### config.mk
export PLATFORM = sky130hd
export DESIGN_NAME = protobuf_write_arbiter
export DESIGN_NICKNAME = d
export VERILOG_FILES = /design/src/rtl/protobuf_write_arbiter.sv
export SDC_FILE = /design/constraint.sdc
export NUM_CORES = 1
export LEC_CHECK = 0
export BUFFER_PORTS_ARGS = -buffer_cell sky130_fd_sc_hd__clkbuf_2
export CAP_MARGIN = 10
export CELL_PAD_IN_SITES_DETAIL_PLACEMENT = 1
export CELL_PAD_IN_SITES_GLOBAL_PLACEMENT = 2
export CORE_MARGIN = 2
export CORE_UTILIZATION = 23
export DETAILED_ROUTE_END_ITERATION = 7
export PLACE_DENSITY_LB_ADDON = 0.1
export REMOVE_ABC_BUFFERS = 1
export SLEW_MARGIN = 20
export SYNTH_ARGS = -nofsm -noshare
export SYNTH_HDL_FRONTEND = slang
export SYNTH_SLANG_ARGS = --single-unit
### constraint.sdc
create_clock -name clock_clk -period 2.56 [get_ports clock_clk]
set_clock_uncertainty 0.05 [all_clocks]
set_input_delay 0.256 -clock clock_clk [delete_from_list [all_inputs] [get_ports clock_clk]]
set_output_delay 0.256 -clock clock_clk [all_outputs]
set_load 0.01 [all_outputs]
### src/rtl/protobuf_write_arbiter.sv
// rtl/protobuf_write_arbiter.sv - round-robin arbiter sharing one AXI4 write port between N field producers
// Each accepted beat becomes one single-beat AXI write; ownership is held from first beat to last.
module protobuf_write_arbiter #(
  parameter int         N       = 2,
  parameter logic [3:0] ID_BASE = 4'h0
) (
  input  logic            clock_clk,
  input  logic            reset_reset,
  input  logic [N-1:0]    req_valid,
  output logic [N-1:0]    req_ready,
  input  logic [32*N-1:0] req_data,
  input  logic [4*N-1:0]  req_strb,
  input  logic [7*N-1:0]  req_enc,
  input  logic [N-1:0]    req_last,
  output logic [N-1:0]    grant,
  output logic            busy,
  output logic            id_err,
  output logic [3:0]      axm_awid,
  output logic [15:0]     axm_awaddr,
  output logic [7:0]      axm_awlen,
  output logic [2:0]      axm_awsize,
  output logic [1:0]      axm_awburst,
  output logic            axm_awvalid,
  input  logic            axm_awready,
  output logic [31:0]     axm_wdata,
  output logic [3:0]      axm_wstrb,
  output logic            axm_wvalid,
  input  logic            axm_wready,
  input  logic [3:0]      axm_bid,
  input  logic            axm_bvalid,
  output logic            axm_bready
);

  localparam int IW = (N > 1) ? $clog2(N) : 1;

  typedef enum logic [1:0] {IDLE, ISSUE, RESP, HOLD} state_t;

  state_t        state, state_n;
  logic [IW-1:0] rr_ptr, owner, win, sel, cand;
  logic [N-1:0]  sel_oh;
  logic          found, accept, last_q, aw_pend, w_pend;

  logic [31:0] data_a [N];
  logic [3:0]  strb_a [N];
  logic [6:0]  enc_a  [N];

  for (genvar i = 0; i < N; i++) begin : g_unpack
    assign data_a[i] = req_data[32*i +: 32];
    assign strb_a[i] = req_strb[4*i +: 4];
    assign enc_a[i]  = req_enc[7*i +: 7];
  end

  // First valid requester at or above rr_ptr, wrapping around.
  always_comb begin
    found = 1'b0;
    win   = '0;
    cand  = '0;
    for (int k = 0; k < N; k++) begin
      cand = IW'((int'(rr_ptr) + k) % N);
      if (!found && req_valid[cand]) begin
        found = 1'b1;
        win   = cand;
      end
    end
  end

  always_ff @(posedge clock_clk) begin
    if (reset_reset) state <= IDLE;
    else             state <= state_n;
  end

  always_comb begin
    state_n   = state;
    accept    = 1'b0;
    sel       = owner;
    req_ready = '0;
    sel_oh    = '0;
    case (state)
      IDLE:  if (found) begin
               sel     = win;
               accept  = 1'b1;
               state_n = ISSUE;
             end
      ISSUE: if ((!aw_pend || axm_awready) && (!w_pend || axm_wready)) state_n = RESP;
      RESP:  if (axm_bvalid) state_n = last_q ? IDLE : HOLD;
      HOLD:  if (req_valid[owner]) begin
               accept  = 1'b1;
               state_n = ISSUE;
             end
      default: state_n = IDLE;
    endcase
    sel_oh[sel] = 1'b1;
    if (accept) req_ready[sel] = 1'b1;
  end

  always_ff @(posedge clock_clk) begin
    if (reset_reset) begin
      rr_ptr     <= '0;
      owner      <= '0;
      last_q     <= 1'b0;
      aw_pend    <= 1'b0;
      w_pend     <= 1'b0;
      grant      <= '0;
      id_err     <= 1'b0;
      axm_awaddr <= '0;
      axm_wdata  <= '0;
      axm_wstrb  <= '0;
      axm_awid   <= '0;
    end else begin
      if (accept) begin
        owner      <= sel;
        last_q     <= req_last[sel];
        axm_awaddr <= {8'h00, enc_a[sel], req_last[sel]};
        axm_wdata  <= data_a[sel];
        axm_wstrb  <= strb_a[sel];
        axm_awid   <= ID_BASE + 4'(sel);
        aw_pend    <= 1'b1;
        w_pend     <= 1'b1;
        grant      <= sel_oh;
      end
      // AW and W retire independently; either may lead.
      if (state == ISSUE) begin
        if (axm_awready) aw_pend <= 1'b0;
        if (axm_wready)  w_pend  <= 1'b0;
      end
      if (state == RESP && axm_bvalid) begin
        if (axm_bid != axm_awid) id_err <= 1'b1;
        if (last_q) begin
          grant  <= '0;
          rr_ptr <= (owner == IW'(N - 1)) ? '0 : owner + IW'(1);
        end
      end
    end
  end

  assign axm_awlen   = 8'h00;
  assign axm_awsize  = 3'b010;
  assign axm_awburst = 2'b00;
  assign axm_awvalid = aw_pend;
  assign axm_wvalid  = w_pend;
  assign axm_bready  = (state == RESP);
  assign busy        = (state != IDLE);

endmodule

==> key figures, run 1 <==
STA
  – Hold WS: 0.2001 ns
  – Slew headroom: 61.06%
  – Crit share post-route: 89.45%
  – Final setup viols: 0
  – Max-slew violation count: 0
  – Slew @ Worst Pin: 0.5841 ns
  – FMAX: 436.7 MHz
  – Unrepaired setup endpoints after global routing: false
  – Tmin final: 2.290 ns
  – Final hold vios: 0

Floorplan
  – Die H: 113.2 microns
  – Die Wd: 113.2 microns
  – Row cnt: 39
  – Initial core utilization: 23.79%
  – Die ar.: 12800 sq um
  – Ports: 177
  – Core area: 11520 sq um

Run status
  – Failing checks: DRC
  – Status: finished with violations

Synth
  – Synth area leaders: dfxtp_1 39%, mux2i_1 16%, o31ai_1 13%
  – Fraction of registers with async set/reset: 0%
  – Netlist Area Pre-Place: 2740 sq um
  – Synthesized instance count: 292
  – Synthesis-stage register bit count: 53
  – Seq/Total Area, Yosys: 38.72%
  – Mean Syn Cell Area: 9.384 sq um
  – Synth top area share: 38.72%
  – EDFF count, synth: 0
  – Top cells by count, synth: 53 x dfxtp_1, 51 x a21oi_1, 47 x o31ai_1
  – Netlist cell types: 33
  – Area leader, netlist: dfxtp_1
  – Count leader, synth: dfxtp_1
  – Warning count from the yosys run: 0
  – Top_reg_cell synth: dfxtp_1

Global routing
  – GR Overflow Total: 0
  – First-pass GRT wire length: 13.53 mm
  – Largest net degree at the start of global routing: 34
  – Initial antenna violation count: 0
  – Vias in the first global route: 2632
  – GRT Overall Usage: 13.19%

Cells and area
  – Antenna Diode Count: 0
  – Non-Filler Instances: 573
  – Share of cells above drive strength 1: 40.70%
  – # nets final: 533
  – Final instance area: 3717 sq um
  – Area Overhead vs Synth: 35.66%

Clock tree
  – Post-CTS Setup Inserts: 0
  – H-tree depth: 2
  – CTS Buffer Depth: 2
  – CTS tree: done
  – Clock Pin Slew Worst Setup and Hold Paths: 0.07 ns
  – Clock sinks: 53
  – Worst skew pair latency: 0.28 ns
  – Root Driver: clkbuf_16
  – CTS Buf Count: 5

Power
  – PD cells: 1281 nW/um^2
  – Leakage: 1.835 nW
  – Peak VDD IR: 0.4080 mV

Drt
  – Vias: 2603
  – First-pass DRT Iterations: 6
  – Drt total wl: 8.561 mm
  – DR vias/cell: 4.543
  – Drt drc: 12
  – WL/cell: 14.94 microns
  – Final ANT Viol Nets: 0
  – DR iter-0 viols: 116

Setup path
  – Delay-heaviest family, CP: buffers and inverters
  – CP max-delay cell: dfxtp_1
  – CP arrival: 1.98 ns
  – CP Class: reg2out
  – CP Launch Type: flip-flop
  – Max stage delay on crit path: 0.38 ns
  – Worst path bufs/invs: 3
  – Worst EP required: 2.25 ns
  – Cell breakdown of the critical path: inv_1 > ha_1 > nor3b_4 > buf_6 > o21ba_2 > clkbuf_2
  – Crit. End Element: output pin
  – Critical Path Fanout Max: 30

Placed design
  – Placed cell count: 566
  – Placed cell areas: 3553 sq um
  – Dpl hpwl: 6.439 mm
  – Final Wtd Congestion: 0.7086
  – IO Port Bufs: 152

Hold path
  – Min-Delay Path Class: in2reg

Job
  – Total of max-cap violations: 0
==> registers in the layout, indices dropped and copies added (netlist names) <==
signal,count
axm_awvalid,1
state,2
grant,2
axm_wstrb,4
id_err,1
rr_ptr,1
owner,1
axm_wvalid,1
axm_wdata,32
axm_awaddr,8
==> per-stage QoR <==
stage	setup WS (ns)	setup TNS, ns	util (%)	power, mW
global route	0.06451	0	32.28	5.156
floorplan	-2.165	-103.83	-	3.011
finish	0.2700	0	32.28	4.763
detailed placement	0.4654	0	30.86	4.082
global placement	0.5114	0	30.86	4.070
CTS	0.1306	0	32.25	4.875
==> cell usage in the layout, fill, tap and decap left out, types with 4 or more instances in the layout <==
cell and instances:
clkbuf_2 152, dfxtp_1 53, a21oi_1 51, o31ai_1 47
mux2i_1 45, conb_1 24, buf_4 6, nor2_1 5
clkbuf_16 5, inv_1 4, nor2b_1 4, ha_1 4
==> path summary, 6_finish.rpt <==
kind,start,end,slack [ns],cells past startpoint
setup / recovery,state[0],req_ready[0],0.27,6
hold / removal,axm_wready,axm_wvalid,0.20,3
setup reg to reg,state[1],axm_wdata[8],0.59,7
hold reg to reg,id_err,id_err,0.42,2
==> layer usage <==
layer  vias up  routed length [microns]  part of all wire (%)  track usage, %
li1       1303                        -                     -               -
met5         -                        0                     0               0
met1      1187                     3727                    44           17.29
met2       111                     3992                    47           21.68
met4         0                       29                  0.34           2.439
met3         2                      811                   9.5           3.964
==> report_power, final <==
part / switching, mW / leakage [nW] / internal [mW] / total, mW
clock: 0.306 / 0.0797 / 0.455 / 0.761
combinational: 1.46 / 1.32 / 1.05 / 2.50
sequential: 0.248 / 0.439 / 1.25 / 1.50
total: 2.01 / 1.84 / 2.75 / 4.76
==> area by class of cell <==
type                            count  area, sq um
Sequential cell                    53         1061
Clock buffer                        5        125.1
Inverter                            5        18.77
Fill cell                        1379         7799
Multi-Input combinational cell    204         1441
Timing Repair Buffer              161        857.1
Tap cell                          143        178.9
Clock inverter                      2        35.03
==> tightest hold or removal path, stage by stage <==
cell and delay (ns):
clkbuf_2 0.09, a21oi_1 0.06, o21a_1 0.09
==> what timing repair did <==
action                                  CTS  global route
hold buffers                              0             0
gates resized for setup                   0             1
endpoints found under the setup margin    0             1
==> kinds of logic after synthesis <==
kind of cell	Yosys count	synth area share, %
AO/OA/AOI/OAI	110	25.53
AND/OR/NAND/NOR	20	4.156
buffers and inverters	57	12.74
XOR/XNOR	1	0.3197
other	2	0.2741
flip-flops	53	38.72
adder cells (fa/ha/maj)	4	1.827
multiplexers	45	16.44
Note: power is estimated with default switching activity, not from simulation.
==> run 2, diff against run 1 <==
--- a/config.mk
+++ b/config.mk
@@ -5,12 +5,13 @@
 export SDC_FILE = /design/constraint.sdc
 export NUM_CORES = 1
 export LEC_CHECK = 0
+export ABC_AREA = 1
 export BUFFER_PORTS_ARGS = -buffer_cell sky130_fd_sc_hd__clkbuf_2
 export CAP_MARGIN = 10
 export CELL_PAD_IN_SITES_DETAIL_PLACEMENT = 1
 export CELL_PAD_IN_SITES_GLOBAL_PLACEMENT = 2
 export CORE_MARGIN = 2
-export CORE_UTILIZATION = 23
+export CORE_UTILIZATION = 21
 export DETAILED_ROUTE_END_ITERATION = 7
 export PLACE_DENSITY_LB_ADDON = 0.1
 export REMOVE_ABC_BUFFERS = 1
==> run 2 against run 1 <==
- the run now ends clean
- flip-flop and latch count is the same
- combinational power shrank 3%
- non-clock buffer count grew 3
- critical path type unchanged
- total power shrank 3.9%
- maximum frequency grew 4.3%
- setup slack gained 0.095 ns
- utilization shrank 2.9 points
- highest routed layer unchanged
==> key figures, run 2 <==
Run status
  – Status: finished clean

Synth
  – Mean Syn Cell Area: 6.419 sq um
  – Top cells by count, synth: 203 x nand2_1, 53 x dfxtp_1, 49 x nand3_1
  – Area leader, netlist: dfxtp_1
  – Synth top area share: 36.57%
  – Top_reg_cell synth: dfxtp_1
  – EDFF count, synth: 0
  – Seq/Total Area, Yosys: 36.57%
  – Fraction of registers with async set/reset: 0%
  – Netlist Area Pre-Place: 2902 sq um
  – Count leader, synth: nand2_1
  – Warning count from the yosys run: 0
  – Synthesized instance count: 452
  – Netlist cell types: 22
  – Synth area leaders: dfxtp_1 37%, nand2_1 26%, nand3_1 8.5%
  – Synthesis-stage register bit count: 53

Setup path
  – Worst EP required: 2.25 ns
  – Critical Path Fanout Max: 17
  – FF-to-FF path depth: 8
  – CP Class: reg2out
  – Crit path to: req_ready[0]
  – CP arrival: 1.89 ns
  – Reg-to-reg endpoint: axm_wstrb[1]
  – Critical path origin: state[0]
  – CP Launch Type: flip-flop
  – Worst r2r src: state[0]
  – Reg2Reg Setup Slack: 0.60 ns
  – Crit. End Element: output pin

Clock tree
  – Clock sinks: 53
  – CTS Buffer Depth: 2
  – H-tree depth: 2
  – Clock Pin Slew Worst Setup and Hold Paths: 0.07 ns
  – Root Driver: clkbuf_16
  – Cts repair resizes: 0
  – Hold_buf cts: 0
  – Post-CTS Setup Inserts: 0
  – Worst skew pair latency: 0.28 ns
  – CTS Buf Count: 5
  – CTS tree: done

Drt
  – DR vias/cell: 4.138
  – WL/cell: 13.24 microns
  – Final ANT Viol Nets: 0
  – Vias: 3182
  – First-pass DRT Iterations: 4
  – DR iter-0 viols: 76
  – Drt drc: 0
  – Drt total wl: 10.18 mm

STA
  – Hold WS: 0.2218 ns
  – PnR worst setup slack: 0.3651 ns
  – FMAX: 455.6 MHz
  – Unrepaired setup endpoints after global routing: false
  – Tmin final: 2.195 ns
  – Max-slew violation count: 0
  – Final hold vios: 0
  – Crit share post-route: 85.74%
  – Final setup viols: 0

Placed design
  – IO Port Bufs: 152
  – Final Wtd Congestion: 0.7057
  – Place WS: 0.5451 ns
  – Dpl hpwl: 7.930 mm

Floorplan
  – Row cnt: 42
  – Ports: 177
  – Initial core utilization: 21.74%
  – Die H: 121.5 microns
  – Core area: 13350 sq um
  – Die Wd: 121.5 microns
  – Die ar.: 14770 sq um

Power
  – Cell Int Power: 2.531 mW
  – Reg power frac: 28.2%
  – Leakage: 2.080 nW
  – Clk pwr share: 18.9%
  – Combinational Power Share: 52.9%
  – Switch Pwr: 2.048 mW
  – Net Sw Frac: 44.72%
  – PD cells: 1168 nW/um^2
  – Peak VDD IR: 0.3950 mV

Cells and area
  – # nets final: 695
  – Most flop-heavy register: axm_wdata
  – Share of cells above drive strength 1: 30.19%
  – Top flop regs: axm_wdata x32, axm_awaddr x8, axm_wstrb x4
  – Area Overhead vs Synth: 35.10%
  – Most common cell after layout, fill and taps aside: nand2_1
  – Final Core Density: 29.37%
  – Antenna Diode Count: 0
  – Max FFs per register: 32
  – Most frequent cells in the layout: 201 x nand2_1, 152 x clkbuf_2, 53 x dfxtp_1, 49 x nand3_1, 48 x a21oi_1

Global routing
  – GRT Overall Usage: 14.17%
  – GR Overflow Total: 0
  – Vias in the first global route: 3359
  – Largest net degree at the start of global routing: 28
  – First-pass GRT wire length: 16.70 mm
  – Initial antenna violation count: 0

Hold path
  – Min-Delay Path Class: in2reg

Job
  – Total of max-cap violations: 0
==> run 2: cell count changes after synthesis, moves of 3 or more <==
cell and delta:
nand2_1 +201, nand3_1 +48, o31ai_1 -47, mux2i_1 -45, inv_1 +12, nor2_1 +6
clkbuf_1 -4, nor2b_1 -4, a21oi_1 -3, a31oi_1 -3
==> run 2: area by class of cell <==
type / instances / area [sq um]
Fill cell: 1764 / 9428
Inverter: 17 / 63.81
Tap cell: 176 / 220.2
Sequential cell: 53 / 1061
Clock inverter: 3 / 65.06
Timing Repair Buffer: 164 / 863.3
Multi-Input combinational cell: 351 / 1521
Clock buffer: 5 / 125.1
==> run 2: logic make-up (layout without fill, tap and decap cells) <==
kind of cell,count (synthesis),after routing,share of synthesized area (%)
compound gates,54,54,9.444
buf+inv,70,189,14.27
other cells,2,24,0.2588
simple gates,268,268,37.43
fa+ha+maj,4,4,1.725
xor+xnor,1,1,0.3019
flops,53,53,36.57
==> run 2: how the worst min path moves through the flow <==
| stage | slack (ns) | endpoint | start | depth (start not counted) |
|---|---|---|---|---|
| after floorplan | 0.28 | axm_awaddr[0] | reset_reset | 1 |
| after global placement | 0.40 | axm_wdata[12] | axm_wdata[12] | 2 |
| after detailed placement | 0.41 | axm_awaddr[2] | axm_awaddr[2] | 2 |
| after CTS | 0.23 | axm_wdata[10] | reset_reset | 2 |
| after global routing | 0.23 | axm_wdata[10] | reset_reset | 2 |
| final | 0.22 | axm_wdata[10] | reset_reset | 2 |
==> run 2: worst max-delay path, cell delays in order, from the launching register on <==
cell and delay [ns]:
dfxtp_1 0.37, inv_1 0.09, ha_1 0.27, o21ai_1 0.20, nand2_1 0.14, nand2_2 0.30
nor2_1 0.10, clkbuf_2 0.14
==> run 2: per-layer routing <==
metal  global-route usage, %  part of all wire (%)  wire length, microns  up-vias
met5                       0                     0                     0        -
met4                   3.161                  0.93                    95        0
met3                   3.605                   7.7                   781        4
met2                   24.44                    46                  4667      108
met1                   17.82                    46                  4638     1415
li1                        -                     -                     -     1655
==> run 2: power by group through the flow <==
stage          Combinational [mW]  Clock [mW]  Sequential [mW]
6_report                     2.42       0.864             1.29
3_3_place_gp                 2.49           0             1.30
2_1_floorplan                1.28           0             1.42
5_1_grt                      2.80       0.934             1.34
3_5_place_dp                 2.50           0             1.32
4_1_cts                      2.51       0.897             1.30
==> run 2: stage by stage <==
stage / total power, mW / std cells / TNS, ns / cell area, sq um
2_1_floorplan: 2.699 / 421 / -0.2346 / 2634
3_3_place_gp: 3.790 / 761 / 0 / 3730
3_5_place_dp: 3.819 / 761 / 0 / 3730
4_1_cts: 4.706 / 769 / 0 / 3920
5_1_grt: 5.072 / 769 / 0 / 3920
6_report: 4.579 / 769 / 0 / 3920
==> run 3, diff against run 2 <==
--- a/config.mk
+++ b/config.mk
@@ -6,13 +6,13 @@
 export NUM_CORES = 1
 export LEC_CHECK = 0
 export ABC_AREA = 1
-export BUFFER_PORTS_ARGS = -buffer_cell sky130_fd_sc_hd__clkbuf_2
 export CAP_MARGIN = 10
 export CELL_PAD_IN_SITES_DETAIL_PLACEMENT = 1
 export CELL_PAD_IN_SITES_GLOBAL_PLACEMENT = 2
 export CORE_MARGIN = 2
-export CORE_UTILIZATION = 21
+export CORE_UTILIZATION = 30
 export DETAILED_ROUTE_END_ITERATION = 7
+export DONT_BUFFER_PORTS = 1
 export PLACE_DENSITY_LB_ADDON = 0.1
 export REMOVE_ABC_BUFFERS = 1
 export SLEW_MARGIN = 20
==> run 3 against run 2 <==
- flip-flop and latch count stayed put
- die area decreased by 29%
- combinational power down 24%
- utilization grew 2.7 points
- largest power group unchanged
- via count is 17% lower
- non-clock buffer count shrank 154
- clock power decreased by 45%
- clock-buffer cell count up 1
- final area is 24% lower
==> key figures, run 3 (synthesis gave the netlist of run 2 again) <==
Global routing
  – Initial antenna violation count: 0
  – Largest net degree at the start of global routing: 49
  – GR Overflow Total: 0
  – Vias in the first global route: 2550
  – First-pass GRT wire length: 13.39 mm
  – GRT Overall Usage: 16.39%

Power
  – Pwr Total: 3.802 mW
  – Peak VDD IR: 0.5148 mV
  – Leakage: 1.367 nW
  – PD cells: 1269 nW/um^2

Clock tree
  – CTS tree: done
  – H-tree depth: 2
  – Cts repair resizes: 0
  – Hold_buf cts: 1
  – Clock Pin Slew Worst Setup and Hold Paths: 0.09 ns
  – Root Driver: clkbuf_8
  – CTS Buf Count: 5
  – Clock sinks: 53
  – Post-CTS Setup Inserts: 0
  – Worst skew pair latency: 0.30 ns
  – CTS Buffer Depth: 2

Run status
  – Status: finished clean

Floorplan
  – Initial core utilization: 31.11%
  – Die Wd: 102.3 microns
  – Die H: 102.3 microns
  – Row cnt: 35
  – Ports: 177
  – Die ar.: 10470 sq um
  – Core area: 9328 sq um

Cells and area
  – Multi-input gate area: 1521 sq um
  – FILL cells: 1249
  – Most common cell after layout, fill and taps aside: nand2_1
  – Share of cells above drive strength 1: 5.467%
  – Most frequent cells in the layout: 201 x nand2_1, 53 x dfxtp_1, 49 x nand3_1, 48 x a21oi_1, 24 x conb_1
  – Area Overhead vs Synth: 3.234%
  – Most flop-heavy register: axm_wdata
  – Antenna Diode Count: 0
  – Max FFs per register: 32
  – Final Core Density: 32.11%
  – # nets final: 541
  – Register area: 1061 sq um
  – Final instance area: 2995 sq um
  – Top flop regs: axm_wdata x32, axm_awaddr x8, axm_wstrb x4

Hold path
  – Hold endpoint: grant[1]
  – Hold_sp: reset_reset
  – Min-Delay Path Class: in2reg
  – Hold path depth: 3

Setup path
  – CP Class: reg2out
  – Reg-to-reg endpoint: axm_wdata[17]
  – CP Launch Type: flip-flop
  – Crit. End Element: output pin
  – Reg2Reg Setup Slack: 0.58 ns
  – Worst r2r src: state[0]
  – Worst EP required: 2.25 ns
  – CP arrival: 1.90 ns
  – FF-to-FF path depth: 8
  – Critical Path Fanout Max: 20

Drt
  – Drt total wl: 8.503 mm
  – Vias: 2640
  – DR iter-0 viols: 43
  – Drt drc: 0
  – WL/cell: 14.97 microns
  – Final ANT Viol Nets: 0
  – DR vias/cell: 4.648
  – First-pass DRT Iterations: 4

STA
  – FMAX: 453.6 MHz
  – Crit share post-route: 86.13%
  – Tmin final: 2.205 ns
  – Final setup viols: 0
  – Setup TNS: 0 ns
  – Final hold vios: 0
  – Max-slew violation count: 0
  – Unrepaired setup endpoints after global routing: false

Placed design
  – Placed cell areas: 2888 sq um
  – IO Port Bufs: 0
  – Dpl hpwl: 6.311 mm
  – Final Wtd Congestion: 0.8390

Job
  – Total of max-cap violations: 0
## run 3: cell count changes in the layout (fill, tap and decap cells not counted), sizes merged
cell      before  now
clkinv         1    0
bufinv         2    0
clkbuf       157    6
buf           12   10
clkinvlp       0    2
## run 3: worst max-delay path by stage
stage,end,cells after the start,start
floorplan,req_ready[1],8,state[0]
global placement,req_ready[1],8,state[1]
detailed placement,axm_wdata[12],8,state[0]
CTS,req_ready[1],8,state[0]
global route,req_ready[1],8,state[1]
finish,req_ready[0],6,state[0]
## run 3: per-stage QoR
| step | setup WS, ns | hold WS, ns | cells |
|---|---|---|---|
| finish | 0.3552 | 0.1180 | 568 |
| global route | 0.07836 | 0.1172 | 568 |
| CTS | 0.2734 | 0.1101 | 568 |
| detailed placement | 0.5621 | 0.2843 | 559 |
| global placement | 0.6952 | 0.2808 | 559 |
| floorplan | -0.1629 | 0.2751 | 421 |
## run 3: cell type report
| type | instances | share of cell area, % |
|---|---|---|
| multi-input cells | 351 | 50.79 |
| flip-flops and latches | 53 | 35.42 |
| well taps | 129 | 5.388 |
| repair buffers | 10 | 3.342 |
| clock buffers | 6 | 2.423 |
| inverters | 17 | 2.130 |
| clock inverters | 2 | 0.5013 |
## run 3: worst max-delay path, stage by stage (launching register included)
cell and delay [ns]:
dfxtp_1 0.34, inv_1 0.10, ha_1 0.25, o21ai_1 0.16, nand2_1 0.13, nand2_2 0.27, nor2_1 0.33
## run 3: where the power goes
group / internal (mW) / switching (mW) / leakage, nW
clock: 0.193 / 0.280 / 0.0374
sequential: 1.12 / 0.366 / 0.434
combinational: 0.596 / 1.24 / 0.895
## run 3: metal layers
metal,global-route usage (%),vias to the layer above,wire [microns],part of all wire [%]
li1,-,1346,-,-
met1,20.66,1189,3666,43
met2,27.07,98,4052,48
met3,5.335,7,685,8.1
met4,4.308,0,98,1.2
met5,0,-,0,0
